==> src/rtl/joystick_mapper_if.sv <==
// CPU I/O and ZXUNO register bus as seen by the joystick mapper.
// The master side is the CPU/bus fabric; the slave side is the mapper.
`timescale 1ns/1ps
interface joystick_mapper_if;
  logic [15:0] a;
  logic        iorq_n;
  logic        rd_n;
  logic [7:0]  din;
  logic [7:0]  dout;
  logic        oe;
  logic [7:0]  zxuno_addr;
  logic        zxuno_regrd;
  logic        zxuno_regwr;

  modport master (
    output a, iorq_n, rd_n, din, zxuno_addr, zxuno_regrd, zxuno_regwr,
    input  dout, oe
  );

  modport slave (
    input  a, iorq_n, rd_n, din, zxuno_addr, zxuno_regrd, zxuno_regwr,
    output dout, oe
  );
endinterface

==> src/rtl/joystick_mapper.sv <==
// Maps NJOY digital joystick channels onto Kempston, Fuller, Sinclair, Cursor
// and OPQA-Space-M, with a per-channel config register and press-aligned autofire.
`timescale 1ns/1ps
module joystick_mapper #(
  parameter int          NJOY          = 2,
  parameter logic [7:0]  JOYCONF_BASE  = 8'h06,
  parameter logic [7:0]  KEMPSTON_ADDR = 8'h1F,
  parameter logic [7:0]  FULLER_ADDR   = 8'h7F,
  parameter logic [7:0]  DEFAULT_CONF  = 8'h01
) (
  input  logic                 clk,
  input  logic                 rst_n,
  joystick_mapper_if.slave     bus,
  input  logic [6*NJOY-1:0]    joy_in,
  input  logic [4:0]           kbdcol_in,
  output logic [4:0]           kbdcol_out,
  input  logic                 vertical_retrace_int_n
);

  localparam logic [2:0] PROTO_KEMPSTON  = 3'd1;
  localparam logic [2:0] PROTO_SINCLAIR1 = 3'd2;
  localparam logic [2:0] PROTO_SINCLAIR2 = 3'd3;
  localparam logic [2:0] PROTO_CURSOR    = 3'd4;
  localparam logic [2:0] PROTO_FULLER    = 3'd5;
  localparam logic [2:0] PROTO_OPQA      = 3'd6;

  logic [7:0]        conf_r [NJOY];
  logic [3:0]        afc_r  [NJOY];
  logic [6*NJOY-1:0] joy_meta_r;
  logic [6*NJOY-1:0] joy_sync_r;
  logic [NJOY-1:0]   f1_prev_r;
  logic              vr_meta_r;
  logic              vr_sync_r;
  logic              vr_prev_r;

  logic [NJOY-1:0]   r_s, l_s, d_s, u_s, f1_s, f2_s, fire_s, hit_s;
  logic              vr_rise_s;
  logic              io_rd_s;
  logic [7:0]        kemp_s;
  logic [7:0]        full_s;
  logic [7:0]        sel_conf_s;
  logic [4:0]        kmask_s;
  logic [7:0]        dout_s;
  logic              oe_s;
  logic [4:0]        kbd_s;
  logic              unused_s;

  assign vr_rise_s = vr_sync_r & ~vr_prev_r;
  assign io_rd_s   = ~bus.iorq_n & ~bus.rd_n;
  assign unused_s  = bus.a[14];

  // Per-channel decode: active-high directions, optional F1/F2 swap, autofire gating.
  always_comb begin
    r_s    = '0;
    l_s    = '0;
    d_s    = '0;
    u_s    = '0;
    f1_s   = '0;
    f2_s   = '0;
    fire_s = '0;
    hit_s  = '0;
    for (int i = 0; i < NJOY; i++) begin
      r_s[i] = ~joy_sync_r[6*i];
      l_s[i] = ~joy_sync_r[6*i+1];
      d_s[i] = ~joy_sync_r[6*i+2];
      u_s[i] = ~joy_sync_r[6*i+3];
      if (conf_r[i][6]) begin
        f1_s[i] = ~joy_sync_r[6*i+5];
        f2_s[i] = ~joy_sync_r[6*i+4];
      end else begin
        f1_s[i] = ~joy_sync_r[6*i+4];
        f2_s[i] = ~joy_sync_r[6*i+5];
      end
      if (conf_r[i][3]) begin
        fire_s[i] = f1_s[i] & ~afc_r[i][conf_r[i][5:4]];
      end else begin
        fire_s[i] = f1_s[i];
      end
      hit_s[i] = (bus.zxuno_addr == (JOYCONF_BASE + 8'(i)));
    end
  end

  // Config registers, loaded from the ZXUNO write strobe.
  always_ff @(posedge clk or negedge rst_n) begin
    if (!rst_n) begin
      for (int i = 0; i < NJOY; i++) begin
        conf_r[i] <= DEFAULT_CONF;
      end
    end else begin
      for (int i = 0; i < NJOY; i++) begin
        if (bus.zxuno_regwr && hit_s[i]) begin
          conf_r[i] <= bus.din;
        end else begin
          conf_r[i] <= conf_r[i];
        end
      end
    end
  end

  // Input synchronizers; reset to the released level so a held button re-aligns.
  always_ff @(posedge clk or negedge rst_n) begin
    if (!rst_n) begin
      joy_meta_r <= '1;
      joy_sync_r <= '1;
      vr_meta_r  <= 1'b1;
      vr_sync_r  <= 1'b1;
      vr_prev_r  <= 1'b1;
    end else begin
      joy_meta_r <= joy_in;
      joy_sync_r <= joy_meta_r;
      vr_meta_r  <= vertical_retrace_int_n;
      vr_sync_r  <= vr_meta_r;
      vr_prev_r  <= vr_sync_r;
    end
  end

  // Autofire frame counters: held at zero until F1 has been held for a cycle,
  // so a press and a retrace edge in the same cycle still leaves the count at zero.
  always_ff @(posedge clk or negedge rst_n) begin
    if (!rst_n) begin
      f1_prev_r <= '0;
      for (int i = 0; i < NJOY; i++) begin
        afc_r[i] <= 4'd0;
      end
    end else begin
      f1_prev_r <= f1_s;
      for (int i = 0; i < NJOY; i++) begin
        if (!f1_s[i] || !f1_prev_r[i]) begin
          afc_r[i] <= 4'd0;
        end else if (vr_rise_s) begin
          afc_r[i] <= afc_r[i] + 4'd1;
        end else begin
          afc_r[i] <= afc_r[i];
        end
      end
    end
  end

  // Protocol combining and the read/keyboard output mux.
  always_comb begin
    kemp_s     = 8'h00;
    full_s     = 8'hFF;
    kmask_s    = 5'h1F;
    sel_conf_s = 8'h00;
    dout_s     = 8'hFF;
    oe_s       = 1'b0;
    kbd_s      = kbdcol_in;
    for (int i = 0; i < NJOY; i++) begin
      sel_conf_s = sel_conf_s | (hit_s[i] ? conf_r[i] : 8'h00);
      case (conf_r[i][2:0])
        PROTO_KEMPSTON: begin
          kemp_s = kemp_s | {2'b00, f2_s[i], fire_s[i], u_s[i], d_s[i], l_s[i], r_s[i]};
        end
        PROTO_FULLER: begin
          full_s = full_s & ~{fire_s[i], f2_s[i], 2'b00, r_s[i], l_s[i], d_s[i], u_s[i]};
        end
        PROTO_SINCLAIR1: begin
          kmask_s = kmask_s
                  & (bus.a[12] ? 5'h1F : ~{l_s[i], r_s[i], d_s[i], u_s[i], fire_s[i]})
                  & (bus.a[8]  ? 5'h1F : ~{2'b00, f2_s[i], 2'b00});
        end
        PROTO_SINCLAIR2: begin
          kmask_s = kmask_s
                  & (bus.a[11] ? 5'h1F : ~{fire_s[i], u_s[i], d_s[i], r_s[i], l_s[i]})
                  & (bus.a[8]  ? 5'h1F : ~{3'b000, f2_s[i], 1'b0});
        end
        PROTO_CURSOR: begin
          kmask_s = kmask_s
                  & (bus.a[12] ? 5'h1F : ~{d_s[i], u_s[i], r_s[i], f2_s[i], fire_s[i]})
                  & (bus.a[11] ? 5'h1F : ~{l_s[i], 4'b0000});
        end
        PROTO_OPQA: begin
          kmask_s = kmask_s
                  & (bus.a[13] ? 5'h1F : ~{3'b000, l_s[i], r_s[i]})
                  & (bus.a[10] ? 5'h1F : ~{4'b0000, u_s[i]})
                  & (bus.a[9]  ? 5'h1F : ~{4'b0000, d_s[i]})
                  & (bus.a[15] ? 5'h1F : ~{2'b00, f2_s[i], 1'b0, fire_s[i]});
        end
        default: begin
          kmask_s = kmask_s;
        end
      endcase
    end

    if (bus.zxuno_regrd && (|hit_s)) begin
      oe_s   = 1'b1;
      dout_s = sel_conf_s;
    end else if (io_rd_s && (bus.a[7:0] == KEMPSTON_ADDR)) begin
      oe_s   = 1'b1;
      dout_s = kemp_s;
    end else if (io_rd_s && (bus.a[7:0] == FULLER_ADDR)) begin
      oe_s   = 1'b1;
      dout_s = full_s;
    end else if (io_rd_s && !bus.a[0]) begin
      kbd_s = kbdcol_in & kmask_s;
    end else begin
      kbd_s = kbdcol_in;
    end
  end

  assign bus.dout   = dout_s;
  assign bus.oe     = oe_s;
  assign kbdcol_out = kbd_s;

endmodule

==> src/flat_wrapper.sv <==
// flat-port wrapper written by rule: the top's interface ports become plain ports
module joystick_mapper_flat 
#(
  parameter int          NJOY          = 2,
  parameter logic [7:0]  JOYCONF_BASE  = 8'h06,
  parameter logic [7:0]  KEMPSTON_ADDR = 8'h1F,
  parameter logic [7:0]  FULLER_ADDR   = 8'h7F,
  parameter logic [7:0]  DEFAULT_CONF  = 8'h01
)
  (clk, rst_n, joy_in, kbdcol_in, kbdcol_out, vertical_retrace_int_n, bus_a, bus_iorq_n, bus_rd_n, bus_din, bus_zxuno_addr, bus_zxuno_regrd, bus_zxuno_regwr, bus_dout, bus_oe);
  joystick_mapper_if bus_i ();
  input  logic clk;
  input  logic rst_n;
  input  logic [6*NJOY-1:0] joy_in;
  input  logic [4:0] kbdcol_in;
  output logic [4:0] kbdcol_out;
  input  logic vertical_retrace_int_n;
  input wire logic [$bits(bus_i.a)-1:0] bus_a;
  input wire logic [$bits(bus_i.iorq_n)-1:0] bus_iorq_n;
  input wire logic [$bits(bus_i.rd_n)-1:0] bus_rd_n;
  input wire logic [$bits(bus_i.din)-1:0] bus_din;
  input wire logic [$bits(bus_i.zxuno_addr)-1:0] bus_zxuno_addr;
  input wire logic [$bits(bus_i.zxuno_regrd)-1:0] bus_zxuno_regrd;
  input wire logic [$bits(bus_i.zxuno_regwr)-1:0] bus_zxuno_regwr;
  output wire logic [$bits(bus_i.dout)-1:0] bus_dout;
  output wire logic [$bits(bus_i.oe)-1:0] bus_oe;
  assign bus_i.a = bus_a;
  assign bus_i.iorq_n = bus_iorq_n;
  assign bus_i.rd_n = bus_rd_n;
  assign bus_i.din = bus_din;
  assign bus_i.zxuno_addr = bus_zxuno_addr;
  assign bus_i.zxuno_regrd = bus_zxuno_regrd;
  assign bus_i.zxuno_regwr = bus_zxuno_regwr;
  assign bus_dout = bus_i.dout;
  assign bus_oe = bus_i.oe;
  joystick_mapper #(.NJOY(NJOY), .JOYCONF_BASE(JOYCONF_BASE), .KEMPSTON_ADDR(KEMPSTON_ADDR), .FULLER_ADDR(FULLER_ADDR), .DEFAULT_CONF(DEFAULT_CONF)) u_core (.clk(clk), .rst_n(rst_n), .bus(bus_i), .joy_in(joy_in), .kbdcol_in(kbdcol_in), .kbdcol_out(kbdcol_out), .vertical_retrace_int_n(vertical_retrace_int_n));
endmodule
==> config.mk <==
export PLATFORM = sky130hd
export DESIGN_NAME = joystick_mapper_flat
export DESIGN_NICKNAME = d
export VERILOG_FILES = /design/src/rtl/joystick_mapper_if.sv /design/src/rtl/joystick_mapper.sv /design/src/flat_wrapper.sv
export SDC_FILE = /design/constraint.sdc
export NUM_CORES = 1
export LEC_CHECK = 0
export CORE_UTILIZATION = 45
export CTS_CLUSTER_SIZE = 30
export DETAILED_ROUTE_END_ITERATION = 8
export PLACE_DENSITY = 0.77
export SLEW_MARGIN = 25
export SYNTH_ARGS = -nofsm -noshare
export SYNTH_HDL_FRONTEND = slang
export SYNTH_SLANG_ARGS = --single-unit
==> constraint.sdc <==
create_clock -name clk -period 2.6 [get_ports clk]
set_clock_uncertainty 0.05 [all_clocks]
set_input_delay 0.78 -clock clk [delete_from_list [all_inputs] [get_ports clk]]
set_output_delay 0.78 -clock clk [all_outputs]
set_load 0.05 [all_outputs]
# Word-level counts from Yosys, hierarchy flattened
# Cells that the tools add are included.
# Widths: inputs -> output; s select.
[classes]
n_shift = 0
n_bitwise = 63
n_mux = 52
n_div = 0
eq_ne = 16
n_lt_le_gt_ge = 2
add_sub_neg = 2
n_reduce_logical = 16
mul = 0
[ops]
columns = ["operator", "count"]
rows = [
  ["$mux 5", 24],
  ["$and 5x5->5", 17],
  ["$mux 8", 8],
  ["$not 5->5", 8],
  ["$pmux 5 s4", 2],
  ["$not 1->5", 4],
  ["$not 2->5", 4],
  ["$not 3->5", 4],
  ["$eq 3x3->1 const B", 6],
  ["$not 1->1", 17],
  ["$eq 8x3->1 const B", 2],
  ["$mux 4", 4],
  ["$not 8->8", 2],
  ["$eq 3x2->1 const B", 4],
  ["$mux 1", 11],
  ["$add 4x1->4 const B", 2],
  ["$and 8x8->8", 1],
  ["$eq 8x5->1 const B", 1],
  ["$eq 8x7->1 const B", 1],
  ["$or 8x6->8", 1],
  ["$or 8x8->8", 1],
  ["$eq 3x1->1 const B", 2],
  ["$logic_and 1x1->1", 6],
  ["$lt 2x3->1 const B", 2],
  ["7 further kinds", 17],
]
[word_totals]
mem_count = 0
mem_bits_ro = 0
input_bits = 56
word_cells = 161
ramBits = 0
regBits = 53
out_inout_bits = 14
latchBits = 0

# Logic depth before layout (Yosys ltp)
# Gate-level depths: netlist of run 1.
[logic_depth]
depth_word = 19
ltp_mapped = 6
depth_no_buf = 5

# Worst setup path after synthesis of run 1
# No wires, ideal clock.
[synth_path]
kind = "input port to output port"
start = "in bus_zxuno_addr[5]"
end = "out bus_dout[7]"
required_ns = 1.770
n_path_buf = 0
arrival_ns = 2.717
cell_stages = 3
path_slack_ns = -0.947
cell_sequence = "nor4_2 > nand4_1 > a311oi_1"
[synth_via]
elab_chain_cells = 4
word_cells_on_any_way = 8
cone_classes = "eq/ne (2); mux (3); bitwise (1); reduce/logical (2)"
[synth_rtl]
columns = ["element", "line", "source"]
rows = [
  ["start, declared", "flat_wrapper.sv:22", "input wire logic [$bits(bus_i.zxuno_addr)-1:0] bus_zxuno_addr;"],
  ["$eq 8x3->1", "joystick_mapper.sv:79", "hit_s[i] = (bus.zxuno_addr == (JOYCONF_BASE + 8'(i)));"],
  ["$mux 8 / $reduce_or 2->1 (equally long branches)", "joystick_mapper.sv:149, joystick_mapper.sv:185", ""],
  ["$or 8x8->8 / $logic_and 1x1->1 (equally long branches)", "joystick_mapper.sv:149, joystick_mapper.sv:185", ""],
  ["$mux 8 *", "joystick_mapper.sv:185", "if (bus.zxuno_regrd && (|hit_s)) begin"],
  ["end, declared", "flat_wrapper.sv:25", "output wire logic [$bits(bus_i.dout)-1:0] bus_dout;"],
]
# Mark *: on every way between the ends. The rest lies on a longest branch, timed or not.

# Worst setup path after layout of run 1
[layout_path]
start = "in bus_zxuno_addr[6]"
end = "out kbdcol_out[4]"
[layout_via]
elab_chain_cells = 4
word_cells_on_any_way = 5
cone_classes = "eq/ne (2); mux (1); reduce/logical (2)"
[layout_rtl]
columns = ["element", "line", "source"]
rows = [
  ["$eq 8x3->1", "joystick_mapper.sv:79", ""],
  ["$reduce_or 2->1 *", "joystick_mapper.sv:185", ""],
  ["$logic_and 1x1->1 *", "joystick_mapper.sv:185", ""],
  ["$mux 5 *", "joystick_mapper.sv:185", ""],
  ["end, declared", "flat_wrapper.sv:16", "output logic [4:0] kbdcol_out;"],
]
# Marked as above.

==> impl_metrics.csv, run 1 <==
group,metric,value,unit
final_layout,num-fill-cells,433,
power_and_ir_drop,vdd_drop_max,341.8,uV
sta,fin_ws,-0.3825,ns
clock_network,clkTransAtPathRegs,0.10,ns
clock_network,cts_tree,"done",
global_routing,antenna_found_initial,0,
critical_path,cp_slowest_stage_delay,0.28,ns
power_and_ir_drop,power_density,385.3,mW/mm^2
yosys,synth.most_common_cell,"dfstp_2",
placement,io_buffers,68,
critical_path,worstPathRequired,1.77,ns
global_routing,track_usage,0.2655,
drt,vias,2761,
critical_path,start_kind,"input port",
final_layout,design_area,0.004594,sq mm
yosys,synth_top_area_cell,"dfstp_2",
sta,finalSetupViolCount,14,
drt,detail_route.wl_per_cell,17.91,um
sta,rsz0062_at_grt,"yes",
floorplanning,rows,28,
sta,fmax,0.3353,GHz
global_routing,grt-ovfl-total,0,
yosys,synth_seq_cells,53,
yosys,synth_commonest_cells,"dfstp_2, dfrtp_1, nor2_1",
drt,drc_errors,0,
global_routing,grt_max_degree,30,
drt,drt-pass1-iter-count,5,
sta,worst_pin_slew,0.7300,ns
yosys,synth_cell_types,56,
power_and_ir_drop,p_leak,1.905,nW
yosys,netlist.area_leader.share,0.2651,
drt,drt_first_iter_violations,200,
placement,gp_congestion,0.9118,
clock_network,cts_max_level,2,
final_layout,diodes,0,
final_layout,area_delta_synth_final,59.86,%
clock_network,clockBufferDepth,2,
yosys,yosysWarnings,0,
final_layout,fin_nets,456,
yosys,synthFlopType,"dfstp_2",
global_routing,grt_pass1_vias,2635,
critical_path,crit_arrival,2.15,ns
clock_network,cts_sinks,53,
critical_path,critPathCaptureType,"output port",
placement,placed_area,0.004275,sq mm
drt,viasPerCell,5.825,
critical_path,path_cells,"buf_6 -> nor4_4 -> nand4_1 -> buf_6 -> and2_4 -> o211ai_1 -> o311a_4 -> buf_12",
final_layout,drive_gt1_frac,0.4536,
floorplanning,initial_core_util,0.4770,
yosys,syn_area_per_cell,10.45,sq um
sta,relSlewSlack,0.5123,
critical_path,crit_type,"input port to output port",
sta,slew_violations,0,
critical_path,rrSetupSlack,0.89,ns
clock_network,clock_tree.root_cell,"clkbuf_8",
sta,hold_violations,0,
clock_network,cts_inserted_buffers,5,
hold_path,min_path_type,"flip-flop to flip-flop",
run,maxCapViolations,0,
floorplanning,die_x,81.92,um
yosys,synth_area,0.002874,sq mm
floorplanning,die-area,0.006710,sq mm
placement,place_hpwl,6339,um
floorplanning,die-height,81.92,um
drt,postRouteAntennaNets,0,
floorplanning,core,0.006026,sq mm
drt,finalWirelength,8490,um
sta,tns,-4.382,ns
power_and_ir_drop,total_power,1.770,mW
outcome,violations,"setup timing",
yosys,yosys-top-cells-area,"dfstp_2, dfrtp_1, mux2_1",
critical_path,path_common_cell,"buf_6",
outcome,outcome,"finished, violations left",
floorplanning,num_io_pins,70,
yosys,synthCells,275,
yosys,yosysSeqAreaShare,0.4741,
clock_network,clk_latency,0.31,ns
sta,finalCritPeriodShare,1.147,
yosys,syn-num-nets,333,
placement,pre_cts_slack,-0.9244,ns
global_routing,grt_pass1_wl,13170,um
yosys,synth-edff-count,0,
critical_path,critPathSlowestCell,"nor4_4",
critical_path,worst-path-max-fanout,5,
sta,fin_hold_ws,0.2985,ns
yosys,ys_async_sr_fraction,1.000,
sta,period_needed,2.983,ns
==> what timing repair did <==
| item | 4_1_cts | 5_1_grt |
|---|---|---|
| hold endpoints to repair | 0 | 0 |
| pin swaps | 26 | 8 |
| resized for setup | 98 | 9 |
| hold buffers | 0 | 0 |
| gates cloned | 1 | 0 |
| setup buffers | 7 | 2 |
| endpoints found under the setup margin | 14 | 14 |
==> where the power goes <==
part           switching (mW)  leakage, nW  internal [mW]
combinational           0.170         1.23          0.186
clock                   0.300       0.0506          0.202
sequential             0.0333        0.629          0.879
==> critical path, delay by kind of cell <==
kind | cells | cell delay, ns
AOI/OAI and AO/OA | 2 | 0.35
and+or+nand+nor | 3 | 0.61
buffers and inverters | 3 | 0.41
==> logic make-up (layout without fill, tap and decap cells) <==
logic type | after synthesis | after routing | share of synthesized area
simple gates | 86 | 86 | 0.1633
fa+ha+maj | 3 | 3 | 0.01219
buf+inv | 17 | 141 | 0.02438
compound gates | 78 | 78 | 0.1881
xor+xnor | 6 | 6 | 0.01828
flops | 53 | 53 | 0.4741
mux | 32 | 32 | 0.1197
==> layer usage <==
metal	vias to the layer above	routed length (um)	GRT usage
li1	1284	-	-
met4	0	92	0.05263
met1	1342	3664	0.3629
met3	9	655	0.04111
met5	-	0	0
met2	126	4078	0.4446
==> flip-flops by register name (all words and copies together) (netlist names) <==
| name | count |
|---|---|
| u_core.vr_sync_r | 1 |
| u_core.joy_meta_r | 12 |
| u_core.vr_prev_r | 1 |
| u_core.conf_r | 16 |
| u_core.joy_sync_r | 12 |
| u_core.f1_prev_r | 2 |
| u_core.vr_meta_r | 1 |
| u_core.afc_r | 8 |
==> worst paths after layout <==
path,from,to,cells past startpoint
setup / recovery,bus_zxuno_addr[6],kbdcol_out[4],8
min in group asynchronous,rst_n,u_core.vr_meta_r,1
hold reg to reg,u_core.joy_meta_r[1],u_core.joy_sync_r[1],0
setup reg to reg,u_core.vr_sync_r,u_core.afc_r[3],4
hold / removal,u_core.joy_meta_r[1],u_core.joy_sync_r[1],0
max in group asynchronous,rst_n,u_core.joy_meta_r[1],2
==> cell type report <==
class,count,area (sq um),share of cell area
Multi-Input combinational cell,205,1809,0.3938
Timing Repair Buffer,129,1214,0.2642
Clock buffer,5,68.82,0.01498
Sequential cell,53,1365,0.2971
Clock inverter,3,28.78,0.006264
Inverter,4,15.01,0.003268
Tap cell,75,93.84,0.02042
==> placed cells by master, fill, tap and decap left out, types with 6 or more instances in the layout <==
master / instances
buf_4: 54
dfstp_2: 29
clkdlybuf4s50_1: 26
nor2_1: 22
dfrtp_1: 22
mux2_1: 15
mux2i_1: 13
dlygate4sd2_1: 13
nand2_1: 12
buf_12: 12
buf_2: 11
buf_6: 10
nor3_1: 8
o21ai_0: 8
o22a_1: 7
nor2b_1: 6
==> through the flow <==
stage          std cells    util
3_5_place_dp         456  0.7095
3_3_place_gp         456  0.7095
4_1_cts              472  0.7564
5_1_grt              474  0.7625
2_1_floorplan        275       -
6_report             474  0.7625
(Power assumes the default switching activity.)
==> run 2, diff against run 1 <==
- ABC_CLOCK_PERIOD_IN_PS: default -> 2750
- CORE_UTILIZATION: 45 -> 50
- PLACE_DENSITY: 0.77 -> 0.81
- clock period: 2.6 -> 2.75 ns (I/O delays scaled with it)
==> run 2 against run 1 <==
  * The run still ends with setup timing left
  * Cell count fell by 2.3%
  * Clock power is essentially flat
  * Largest power group unchanged
  * Sequential cell count did not move
  * Cell area up 0.82%
  * Critical path depth down 1
  * Clock-buffer cell count grew 2
  * Via count is 8.6% higher
  * Critical path type is now flip-flop to output port
  * Register-to-register slack better by 0.02 ns
  * Utilization grew 7.9 points
  * Wire length rose by 29%
  * Die area decreased by 9.8%
==> impl_metrics.csv, run 2 (synthesis results as in run 1) <==
group,metric,value,unit
final_layout,finalNonFillerCells,463,
critical_path,crit_arrival,2.33,ns
placement,place_hpwl,6631,um
final_layout,num-fill-cells,289,
sta,period_needed,3.209,ns
sta,fin_ws,-0.4595,ns
global_routing,track_usage,0.3265,
critical_path,worstReg2RegStart,"u_core.vr_sync_r",
final_layout,reg_top3,"u_core.conf_r (16), u_core.joy_meta_r (12), u_core.joy_sync_r (12)",
sta,finalSetupViolCount,14,
clock_network,cts_max_level,2,
power_and_ir_drop,power_density,372.6,mW/mm^2
floorplanning,die-height,77.82,um
drt,drt-pass1-iter-count,5,
hold_path,min_path_type,"input port to async pin",
final_layout,regMostFlops,"u_core.conf_r",
final_layout,regArea,0.001364,sq mm
final_layout,fin_nets,448,
power_and_ir_drop,swShare,0.2762,
critical_path,start_kind,"flip-flop",
final_layout,diodes,0,
placement,gp_congestion,0.9299,
final_layout,final_common_cell,"buf_4",
floorplanning,core,0.005507,sq mm
global_routing,grt-ovfl-total,0,
clock_network,clkTransAtPathRegs,0.09,ns
power_and_ir_drop,pwr-share-comb,0.206,
final_layout,drive_gt1_frac,0.4578,
global_routing,grt-busiest-layer,"met2",
clock_network,cts_inserted_buffers,5,
sta,worst_pin_slew,0.7203,ns
power_and_ir_drop,clockPowerShare,0.289,
global_routing,grt_use_met3,0.06471,
sta,fmax,0.3116,GHz
final_layout,largest_reg_flops,16,
critical_path,reg2reg_depth,4,
global_routing,grt_pass1_wl,14860,um
drt,vias,2999,
global_routing,grt_max_degree,29,
drt,viasPerCell,6.477,
floorplanning,num_io_pins,70,
sta,slew_violations,0,
clock_network,cts_tree,"done",
final_layout,multi_input_area,0.001874,sq mm
power_and_ir_drop,vdd_drop_max,422.3,uV
drt,drt_first_iter_violations,355,
sta,relSlewSlack,0.5188,
placement,io_buffers,68,
drt,postRouteAntennaNets,0,
critical_path,rrSetupSlack,0.91,ns
critical_path,crit_type,"flip-flop to output port",
power_and_ir_drop,p_sw,0.4768,mW
outcome,outcome,"finished, violations left",
global_routing,met2_usage,0.5673,
final_layout,area_delta_synth_final,61.17,%
placement,dpl.cell_count,448,
power_and_ir_drop,power_frac_seq,0.505,
global_routing,grt_pass1_vias,2866,
critical_path,r2r_end,"u_core.afc_r[3]",
floorplanning,die_x,77.82,um
sta,rsz0062_at_grt,"yes",
clock_network,clockBufferDepth,2,
final_layout,layout_common_cells,"buf_4, dfstp_2, clkdlybuf4s50_1",
critical_path,critPathSlowestCell,"dfrtp_1",
drt,drc_errors,0,
clock_network,holdBufCountCts,0,
critical_path,cp_slowest_stage_delay,0.51,ns
drt,detail_route.wl_per_cell,23.74,um
clock_network,clock_tree.root_cell,"clkbuf_8",
floorplanning,initial_core_util,0.5219,
power_and_ir_drop,p_leak,1.888,nW
critical_path,worst-path-max-fanout,5,
clock_network,cts_sinks,53,
critical_path,critPathCaptureType,"output port",
floorplanning,die-area,0.006055,sq mm
critical_path,worstPathRequired,1.88,ns
floorplanning,rows,27,
final_layout,fin_util,0.8412,
drt,finalWirelength,10990,um
sta,tns,-4.262,ns
run,maxCapViolations,0,
clock_network,clk_latency,0.31,ns
sta,finalCritPeriodShare,1.167,
sta,hold_violations,0,
outcome,violations,"setup timing",
global_routing,gr-usage-met1,0.3982,
global_routing,antenna_found_initial,0,
critical_path,path_cells,"mux2i_2 -> o21ai_1 -> buf_4 -> nor3_1 -> o211ai_1 -> o311a_4 -> buf_12",
power_and_ir_drop,intPower,1.249,mW
==> run 2: stage by stage <==
step           worst slack [ns]  cell area, sq um  hold WS (ns)  total power [mW]
2_1_floorplan           -0.2442              3073        0.2952            0.9979
3_3_place_gp            -0.7025              4209        0.2955             1.188
3_5_place_dp            -0.7368              4209        0.2970             1.196
4_1_cts                 -0.3011              4533        0.2707             1.693
5_1_grt                 -0.4592              4632        0.2730             1.776
6_report                -0.4595              4632        0.2671             1.726
==> run 2: how the worst max path moves through the flow <==
stage	startpoint	endpoint	slack (ns)	cells past startpoint
2_1_floorplan	bus_zxuno_addr[5]	kbdcol_out[4]	-0.24	5
5_1_grt	u_core.conf_r[6]	kbdcol_out[4]	-0.46	7
3_5_place_dp	bus_a[2]	bus_dout[2]	-0.74	8
3_3_place_gp	bus_a[3]	bus_dout[1]	-0.70	8
4_1_cts	bus_zxuno_addr[6]	kbdcol_out[4]	-0.30	8
6_report	u_core.conf_r[6]	kbdcol_out[4]	-0.46	7
==> run 2: worst max-delay path, delay by kind of cell (launching register included) <==
kind | cells | cell delay [ns]
AOI/OAI and AO/OA | 3 | 0.50
buffers and inverters | 2 | 0.34
DFF | 1 | 0.51
muxes | 1 | 0.38
and+or+nand+nor | 1 | 0.28
==> run 2: metal layers <==
| metal | wire length (um) | vias to the layer above |
|---|---|---|
| met1 | 4116 | 1482 |
| met5 | 0 | - |
| met3 | 748 | 65 |
| met2 | 5593 | 191 |
| met4 | 533 | 0 |
| li1 | - | 1261 |
==> run 2: layout make-up <==
type                            instances  share of cell area
Multi-Input combinational cell        205              0.4046
Tap cell                               72             0.01945
Inverter                                4            0.003241
Sequential cell                        53              0.2944
Clock inverter                          1            0.001891
Timing Repair Buffer                  121              0.2553
Clock buffer                            7             0.02107
==> run 2: power by group through the flow <==
| stage | clock, mW | sequential (mW) | combinational [mW] |
|---|---|---|---|
| floorplan | 0 | 0.865 | 0.133 |
| global placement | 0 | 0.874 | 0.314 |
| detailed placement | 0 | 0.876 | 0.319 |
| CTS | 0.502 | 0.864 | 0.327 |
| global route | 0.529 | 0.873 | 0.374 |
| finish | 0.499 | 0.872 | 0.356 |
==> run 2: timing repair <==
item / CTS / global route
setup endpoints to repair: 14 / 14
resized for setup: 95 / 29
cloned: 1 / 0
pin swaps: 24 / 17
buffers inserted: 2 / 6
